**config.mk**
```make
export PLATFORM = sky130hd
export DESIGN_NAME = timer_event_unit
export DESIGN_NICKNAME = d
export VERILOG_FILES = /design/src/rtl/timer_event_unit.sv
export SDC_FILE = /design/constraint.sdc
export NUM_CORES = 1
export LEC_CHECK = 0
export BUFFER_PORTS_ARGS = -buffer_cell sky130_fd_sc_hd__buf_2
export CAP_MARGIN = 20
export CORE_MARGIN = 8
export CORE_UTILIZATION = 45
export CTS_BUF_LIST = sky130_fd_sc_hd__clkbuf_8
export DETAILED_ROUTE_END_ITERATION = 16
export GPL_TIMING_DRIVEN = 0
export PLACE_DENSITY = 0.76
export SYNTH_ARGS = -nofsm -noshare
export SYNTH_HDL_FRONTEND = slang
export SYNTH_SLANG_ARGS = --single-unit
export TNS_END_PERCENT = 30
```
**constraint.sdc**
```tcl
create_clock -name clk -period 2.1 [get_ports clk]
set_clock_uncertainty 0.1 [all_clocks]
set_input_delay 0.21 -clock clk [delete_from_list [all_inputs] [get_ports clk]]
set_output_delay 0.21 -clock clk [all_outputs]
set_load 0.005 [all_outputs]
```
**src/rtl/timer_event_unit.sv**
```systemverilog
// timer_event_unit: compare-and-event stage behind the 16-bit up-counter.
// Fires a one-cycle match pulse when count arrives at CMP. It also keeps a sticky
// pending/overrun status, a saturating match counter and a small register port.
module timer_event_unit #(
  parameter int CW  = 16,
  parameter int MCW = 8
) (
  input  logic          clk,
  input  logic          rst,
  input  logic [CW-1:0] count,
  input  logic          wr_en,
  input  logic [1:0]    addr,
  input  logic [15:0]   wdata,
  output logic [15:0]   rdata,
  output logic          match,
  output logic          irq
);

  localparam logic [1:0] A_CMP    = 2'd0;
  localparam logic [1:0] A_CTRL   = 2'd1;
  localparam logic [1:0] A_STATUS = 2'd2;
  localparam logic [1:0] A_MCOUNT = 2'd3;

  logic [CW-1:0]  cmp_q;
  logic [CW-1:0]  prev_count_q;
  logic           enable_q;
  logic           irq_en_q;
  logic           pending_q;
  logic           overrun_q;
  logic [MCW-1:0] mcount_q;
  logic           match_q;

  logic           wr_cmp;
  logic           wr_ctrl;
  logic           wr_sts;
  logic           wr_mc;
  logic           hit;
  logic           pending_d;
  logic           overrun_d;
  logic [MCW-1:0] mcount_d;

  // Increment that holds at the all-ones value instead of wrapping.
  function automatic logic [MCW-1:0] sat_inc(input logic [MCW-1:0] v);
    return (&v) ? v : v + MCW'(1);
  endfunction

  assign wr_cmp  = wr_en && (addr == A_CMP);
  assign wr_ctrl = wr_en && (addr == A_CTRL);
  assign wr_sts  = wr_en && (addr == A_STATUS);
  assign wr_mc   = wr_en && (addr == A_MCOUNT);

  // Only an arrival counts: count equals CMP now but did not on the previous cycle.
  // Both sides use register values from before this edge, so a CMP write lands next cycle.
  assign hit = enable_q && (count == cmp_q) && (prev_count_q != cmp_q);

  // Status: a hit (set) beats a same-cycle W1C. Overrun looks at pending before it updates.
  assign pending_d = (pending_q & ~(wr_sts & wdata[0])) | hit;
  assign overrun_d = (overrun_q & ~(wr_sts & wdata[1])) | (hit & pending_q);

  // Match counter: a write clears it, and a hit on the same edge counts as the first match.
  always_comb begin
    mcount_d = mcount_q;
    if (hit) begin
      mcount_d = wr_mc ? MCW'(1) : sat_inc(mcount_q);
    end else if (wr_mc) begin
      mcount_d = '0;
    end
  end

  // State register: the whole block clears asynchronously, because software reads it back.
  always_ff @(posedge clk or posedge rst) begin
    if (rst) begin
      cmp_q        <= '0;
      prev_count_q <= '0;
      enable_q     <= 1'b0;
      irq_en_q     <= 1'b0;
      pending_q    <= 1'b0;
      overrun_q    <= 1'b0;
      mcount_q     <= '0;
      match_q      <= 1'b0;
    end else begin
      prev_count_q <= count;
      if (wr_cmp) begin
        cmp_q <= CW'(wdata);
      end
      if (wr_ctrl) begin
        enable_q <= wdata[0];
        irq_en_q <= wdata[1];
      end
      pending_q <= pending_d;
      overrun_q <= overrun_d;
      mcount_q  <= mcount_d;
      match_q   <= hit;
    end
  end

  // Read mux: purely combinational, with no side effects on read.
  always_comb begin
    rdata = 16'h0000;
    case (addr)
      A_CMP:    rdata = 16'(cmp_q);
      A_CTRL:   rdata = {14'h0000, irq_en_q, enable_q};
      A_STATUS: rdata = {14'h0000, overrun_q, pending_q};
      A_MCOUNT: rdata = 16'(mcount_q);
      default:  rdata = 16'h0000;
    endcase
  end

  assign match = match_q;
  assign irq   = pending_q & irq_en_q;

endmodule

```
* After elaboration in Yosys (flattened, before gate mapping)
Cells that the tools add are included.
W data, S select, Z words.
** Storage, ports and cells
- Bits in registers :: 45
- Latch bits :: 0
- Memory bits (writable) :: 0
- Bits in read-only memories :: 0
- Bits of input ports :: 37
- Output and inout port bits :: 18
- Logic and storage cells :: 40
- Memories kept :: 0
** Operators by class
- Add/sub/neg operators :: 1
- Multipliers :: 0
- Div/mod/pow operators :: 0
- Order comparisons :: 0
- Eq/ne operators :: 6
- Shift-type cells :: 0
- Mux-type cells :: 5
- Bitwise gates (word level) :: 10
- Reduce and logical (&&, ||, !) cells :: 10
** Operators with widths (count)
- $pmux W16 S4 :: 1
- $mux W8 :: 4
- $eq A16 B16 Y1 :: 1
- $ne A16 B16 Y1 :: 1
- $add A8 B1 Y8 const B :: 1
- $reduce_and A8 Y1 :: 1
- $and A1 B1 Y1 :: 6
- $logic_and A1 B1 Y1 :: 6
- $eq A2 B2 Y1 const B :: 2
- $eq A2 B1 Y1 const B :: 1
- $logic_not A2 Y1 :: 1
- $ne A2 B2 Y1 const B :: 1
- $not A1 Y1 :: 2
- $or A1 B1 Y1 :: 2
- $reduce_and A2 Y1 :: 1
- $reduce_bool A2 Y1 :: 1

* Depth between registers and ports, before layout
- Depth after elaboration :: 6
- Gate-level depth with buffers :: 7
- Depth with buffers taken out :: 6

* Least setup slack after synthesis
Ideal clock, no wire load.
- Path type :: flip-flop to flip-flop
- From :: reg cmp_q[10]
- To :: reg mcount_q[6]
- Library setup time :: 0.087 ns
- Arrival time :: 1.845 ns
- Data required time :: 1.913 ns
- Path slack :: 0.069 ns
- Cell stages (with the launch flop) :: 8
- Path buffers :: 1
- Period minus slack after synthesis :: 2.031 ns
- Cells stage by stage :: dfrtp_1 > xor2_1 > nand2b_1 > or4_4 > nor3_4 > buf_6 > a41oi_4 > a211oi_2
** Between the ends
- Longest elaborated chain between the ends :: 5
- Elaborated cells on any way between the ends :: 7
- Classes of those cells :: eq/ne (2); mux (1); reduce/logical (4)
** RTL lines
- start, declared :: RTL line 24 : logic [CW-1:0] cmp_q;
- start signal, assigned :: RTL line 84 : cmp_q <= CW'(wdata);
- $eq A16 B16 Y1 :: RTL line 54 : assign hit = enable_q && (count == cmp_q) && (prev_count_q != cmp_q);
- $logic_and A1 B1 Y1 :: RTL line 54
- $logic_and A1 B1 Y1 * :: RTL line 54
- $reduce_bool A2 Y1 (no line)
- $reduce_and A2 Y1 (no line)
- end signal, assigned :: RTL line 92 : mcount_q <= mcount_d;
- end, declared :: RTL line 30 : logic [MCW-1:0] mcount_q;
Mark *: on every way between the ends. The rest lies on a longest branch, timed or not.
A chain may end at the register's enable or synchronous reset.

* Worst setup path in the final report
- From :: reg cmp_q[1]
- To :: reg mcount_q[5]
Same word-level chain as after synthesis.

==> results.tsv <==
stage	metric	value	unit
floorplan	core area	4786	um^2
setup_path	CP endpoint kind	flop	
final_layout	layout cell share with drive strength beyond 1	0.4209	
yosys	syn_nets	227	
detailed_routing	DRT Pass-1 Iters	4	
setup_path	Critical Path AT	2.25	ns
yosys	FF+latch count, synth	45	
final_layout	fillers	377	
clock_tree	H-tree depth	2	
final_layout	post-route cell area	3098	um^2
yosys	Yosys top cell by area	dfrtp_1	
yosys	Post-Syn Area	2256	um^2
flow_run	maxcap violations	0	
grt	Total GRT Usage	0.1627	
placed_design	Post-DP HPWL	3937	um
clock_tree	CTS tree	done	
yosys	Synth warnings	0	
timing	setup violators final	3	
timing	fin crit period	2.128	ns
setup_path	slowest CP cell	dfrtp_2	
grt	GRT overflow	0	
floorplan	Initial Util	0.4714	
yosys	most frequent cells after synthesis	45 x dfrtp_1, 19 x xnor2_1, 18 x mux2_2, 13 x xor2_1, 11 x nand2_1	
clock_tree	Root Buffer	clkbuf_8	
final_layout	area grow syn2layout	37.33	%
clock_tree	Clock Sinks	45	
floorplan	I/O pin cnt	55	
placed_design	worst slack at placement	-0.2318	ns
yosys	fraction of the yosys area taken by sequential cells	0.4992	
setup_path	WP data required	2.23	ns
final_layout	FF/Latch Area	1130	um^2
yosys	top-area cell type share of the netlist area	0.4992	
floorplan	Die W	86.81	um
timing	f_max	0.4700	GHz
yosys	Yosys cell types	36	
placed_design	gpl congestion	0.8131	
worst_hold_path	worst hold path class	in -> reg	
clock_tree	CTS clock-pin slew for the worst setup and hold paths	0.08	ns
clock_tree	CTS Buf Count	5	
final_layout	Final Core Density	0.6473	
timing	Final Cycle Share	1.013	
yosys	Synth Instances	189	
final_layout	non-filler cells in the finished layout	345	
yosys	dominant cells by area after synthesis	dfrtp_1 50%, mux2_2 9.0%, xnor2_1 7.4%	
setup_path	CP cell instances	xnor2_1 > nand4_1 > nor4_4 > nor3_4 > buf_4 > buf_6 > a21o_1 > a21oi_1	
detailed_routing	vias per cell	5.157	
grt	initial antenna violation count	0	
yosys	ys flop type	dfrtp_1	
final_layout	area of the multi-input gates	1190	um^2
final_layout	diode count	0	
setup_path	CP Max Fanout	5	
floorplan	Rows	25	
timing	final setup margin	-0.02762	ns
timing	Hold Vio Cnt, Final	0	
clock_tree	CTS max path bufs	2	
timing	actual slew at the worst max-slew pin	0.4534	ns
floorplan	die area	7535	um^2
detailed_routing	DR DRC count	0	
detailed_routing	routed vias	1779	
grt	largest net degree at the start of global routing	41	
pwr	power density over the cells	689.1	nW/um^2
placed_design	dpl cell area	2625	um^2
final_layout	number of nets in the layout	315	
timing	setup TNS	-0.04033	ns
floorplan	Die Ht	86.81	um
detailed_routing	DRT antenna net count	0	
setup_path	CP max stage delay	0.44	ns
detailed_routing	Routed WL per cell	16.80	um
setup_path	startpoint types	flop	
clock_tree	worst skew pair latency	0.30	ns
timing	slew margin rel.	0.6977	
yosys	Post-synth ARST share	1.000	
grt	number of global-route vias before repair	1962	
grt	first-pass GRT wire length	9522	um
placed_design	Port Buf Inserts	53	
timing	max-slew violation count	0	
placed_design	Inst Count DP	310	
pwr	leakage	1.423	nW
pwr	maximum VDD drop	0.5521	mV
status	failing checks	setup timing	
status	outcome	complete, but fails checks	
setup_path	critical path type	reg -> reg	
timing	RSZ-0062 raised after global routing	true	
detailed_routing	DR iter-0 viols	93	
detailed_routing	WL final	5796	um
yosys	Post-synth EDFFs	0	
yosys	Avg Inst Size Synth	11.94	um^2
yosys	most common cell in the netlist	dfrtp_1	
-- area by class of cell --
| type | instances | area share |
|---|---|---|
| multi-input combinational | 132 | 0.3841 |
| tap | 67 | 0.02706 |
| buffer | 7 | 0.01131 |
| sequential | 45 | 0.3647 |
| clock buffer | 7 | 0.03110 |
| inverter | 5 | 0.006058 |
| clock inverter | 1 | 0.001616 |
| timing repair buffer | 81 | 0.1741 |
-- sequential cells by signal, indices dropped and copies added, names as in the netlist --
signal        flops
cmp_q            16
enable_q          1
irq_en_q          1
match             1
mcount_q          8
overrun_q         1
pending_q         1
prev_count_q     16
-- cell usage in the layout, fill, tap and decap left out, types with 3 or more instances in the layout --
cell	count
buf_4	10
nand3_1	4
dfrtp_1	42
nand2_1	11
nor2_1	4
clkbuf_8	7
dfrtp_2	3
nor3_1	3
xnor2_2	4
mux2_2	18
xor2_1	12
xnor2_1	14
and2_1	10
dlygate4sd3_1	16
a22o_1	7
buf_2	53
a21oi_1	3
a211oi_2	3
clkbuf_1	4
nand4_1	6
and3_1	4
inv_1	4
-- metrics by stage --
step	hold slack [ns]	power [mW]
2_1_floorplan	0.1414	1.293
3_3_place_gp	0.2421	1.428
3_5_place_dp	0.01054	1.444
4_1_cts	0.03014	2.085
5_1_grt	0.02702	2.245
6_report	0.03651	2.135
-- what timing repair did --
item	in CTS	in global routing
endpoints found under the setup margin	8	19
pin swaps	4	16
cloned	1	0
setup buffers	4	6
endpoints found under the hold margin	61	0
hold buffers	17	0
gates resized for setup	5	18
-- cells by family (layout without fill, tap and decap cells) --
group	count (synthesis)	in the layout	synth area share
XOR/XNOR	32	32	0.1242
buffers and inverters	12	101	0.02384
AO/OA/AOI/OAI	21	21	0.08486
AND/OR/NAND/NOR	56	56	0.1437
flip-flops	45	45	0.4992
multiplexers	22	22	0.1187
adder cells (fa/ha/maj)	1	1	0.005545
-- power by group --
group | switching (mW) | internal [mW]
registers | 0.101 | 0.950
logic | 0.212 | 0.286
clock network | 0.289 | 0.298
total | 0.602 | 1.53
-- layer usage --
metal	vias up	routed length [um]	global-route usage
met5	-	0	0
met4	0	84	0.05790
met3	7	385	0.05009
li1	852	-	-
met1	860	2531	0.2051
met2	60	2794	0.2554
-- worst paths after layout --
| check | from | to | slack, ns | cells past startpoint |
|---|---|---|---|---|
| max | cmp_q[1] | mcount_q[5] | -0.03 | 8 |
| min | wdata[13] | cmp_q[13] | 0.04 | 2 |
| max reg2reg | cmp_q[1] | mcount_q[5] | -0.03 | 8 |
| min reg2reg | overrun_q | overrun_q | 0.43 | 1 |
| max in group asynchronous | rst | cmp_q[7] | 1.20 | 4 |
| min in group asynchronous | rst | irq_en_q | 0.24 | 3 |
-- critical path: cells and delay by family, from the launching register on --
kind,cells,cell delay (ns)
compound gates,2,0.27
buf+inv,2,0.28
simple gates,3,0.69
flops,1,0.44
xor+xnor,1,0.27
Note: power is estimated with default switching activity, not from simulation.
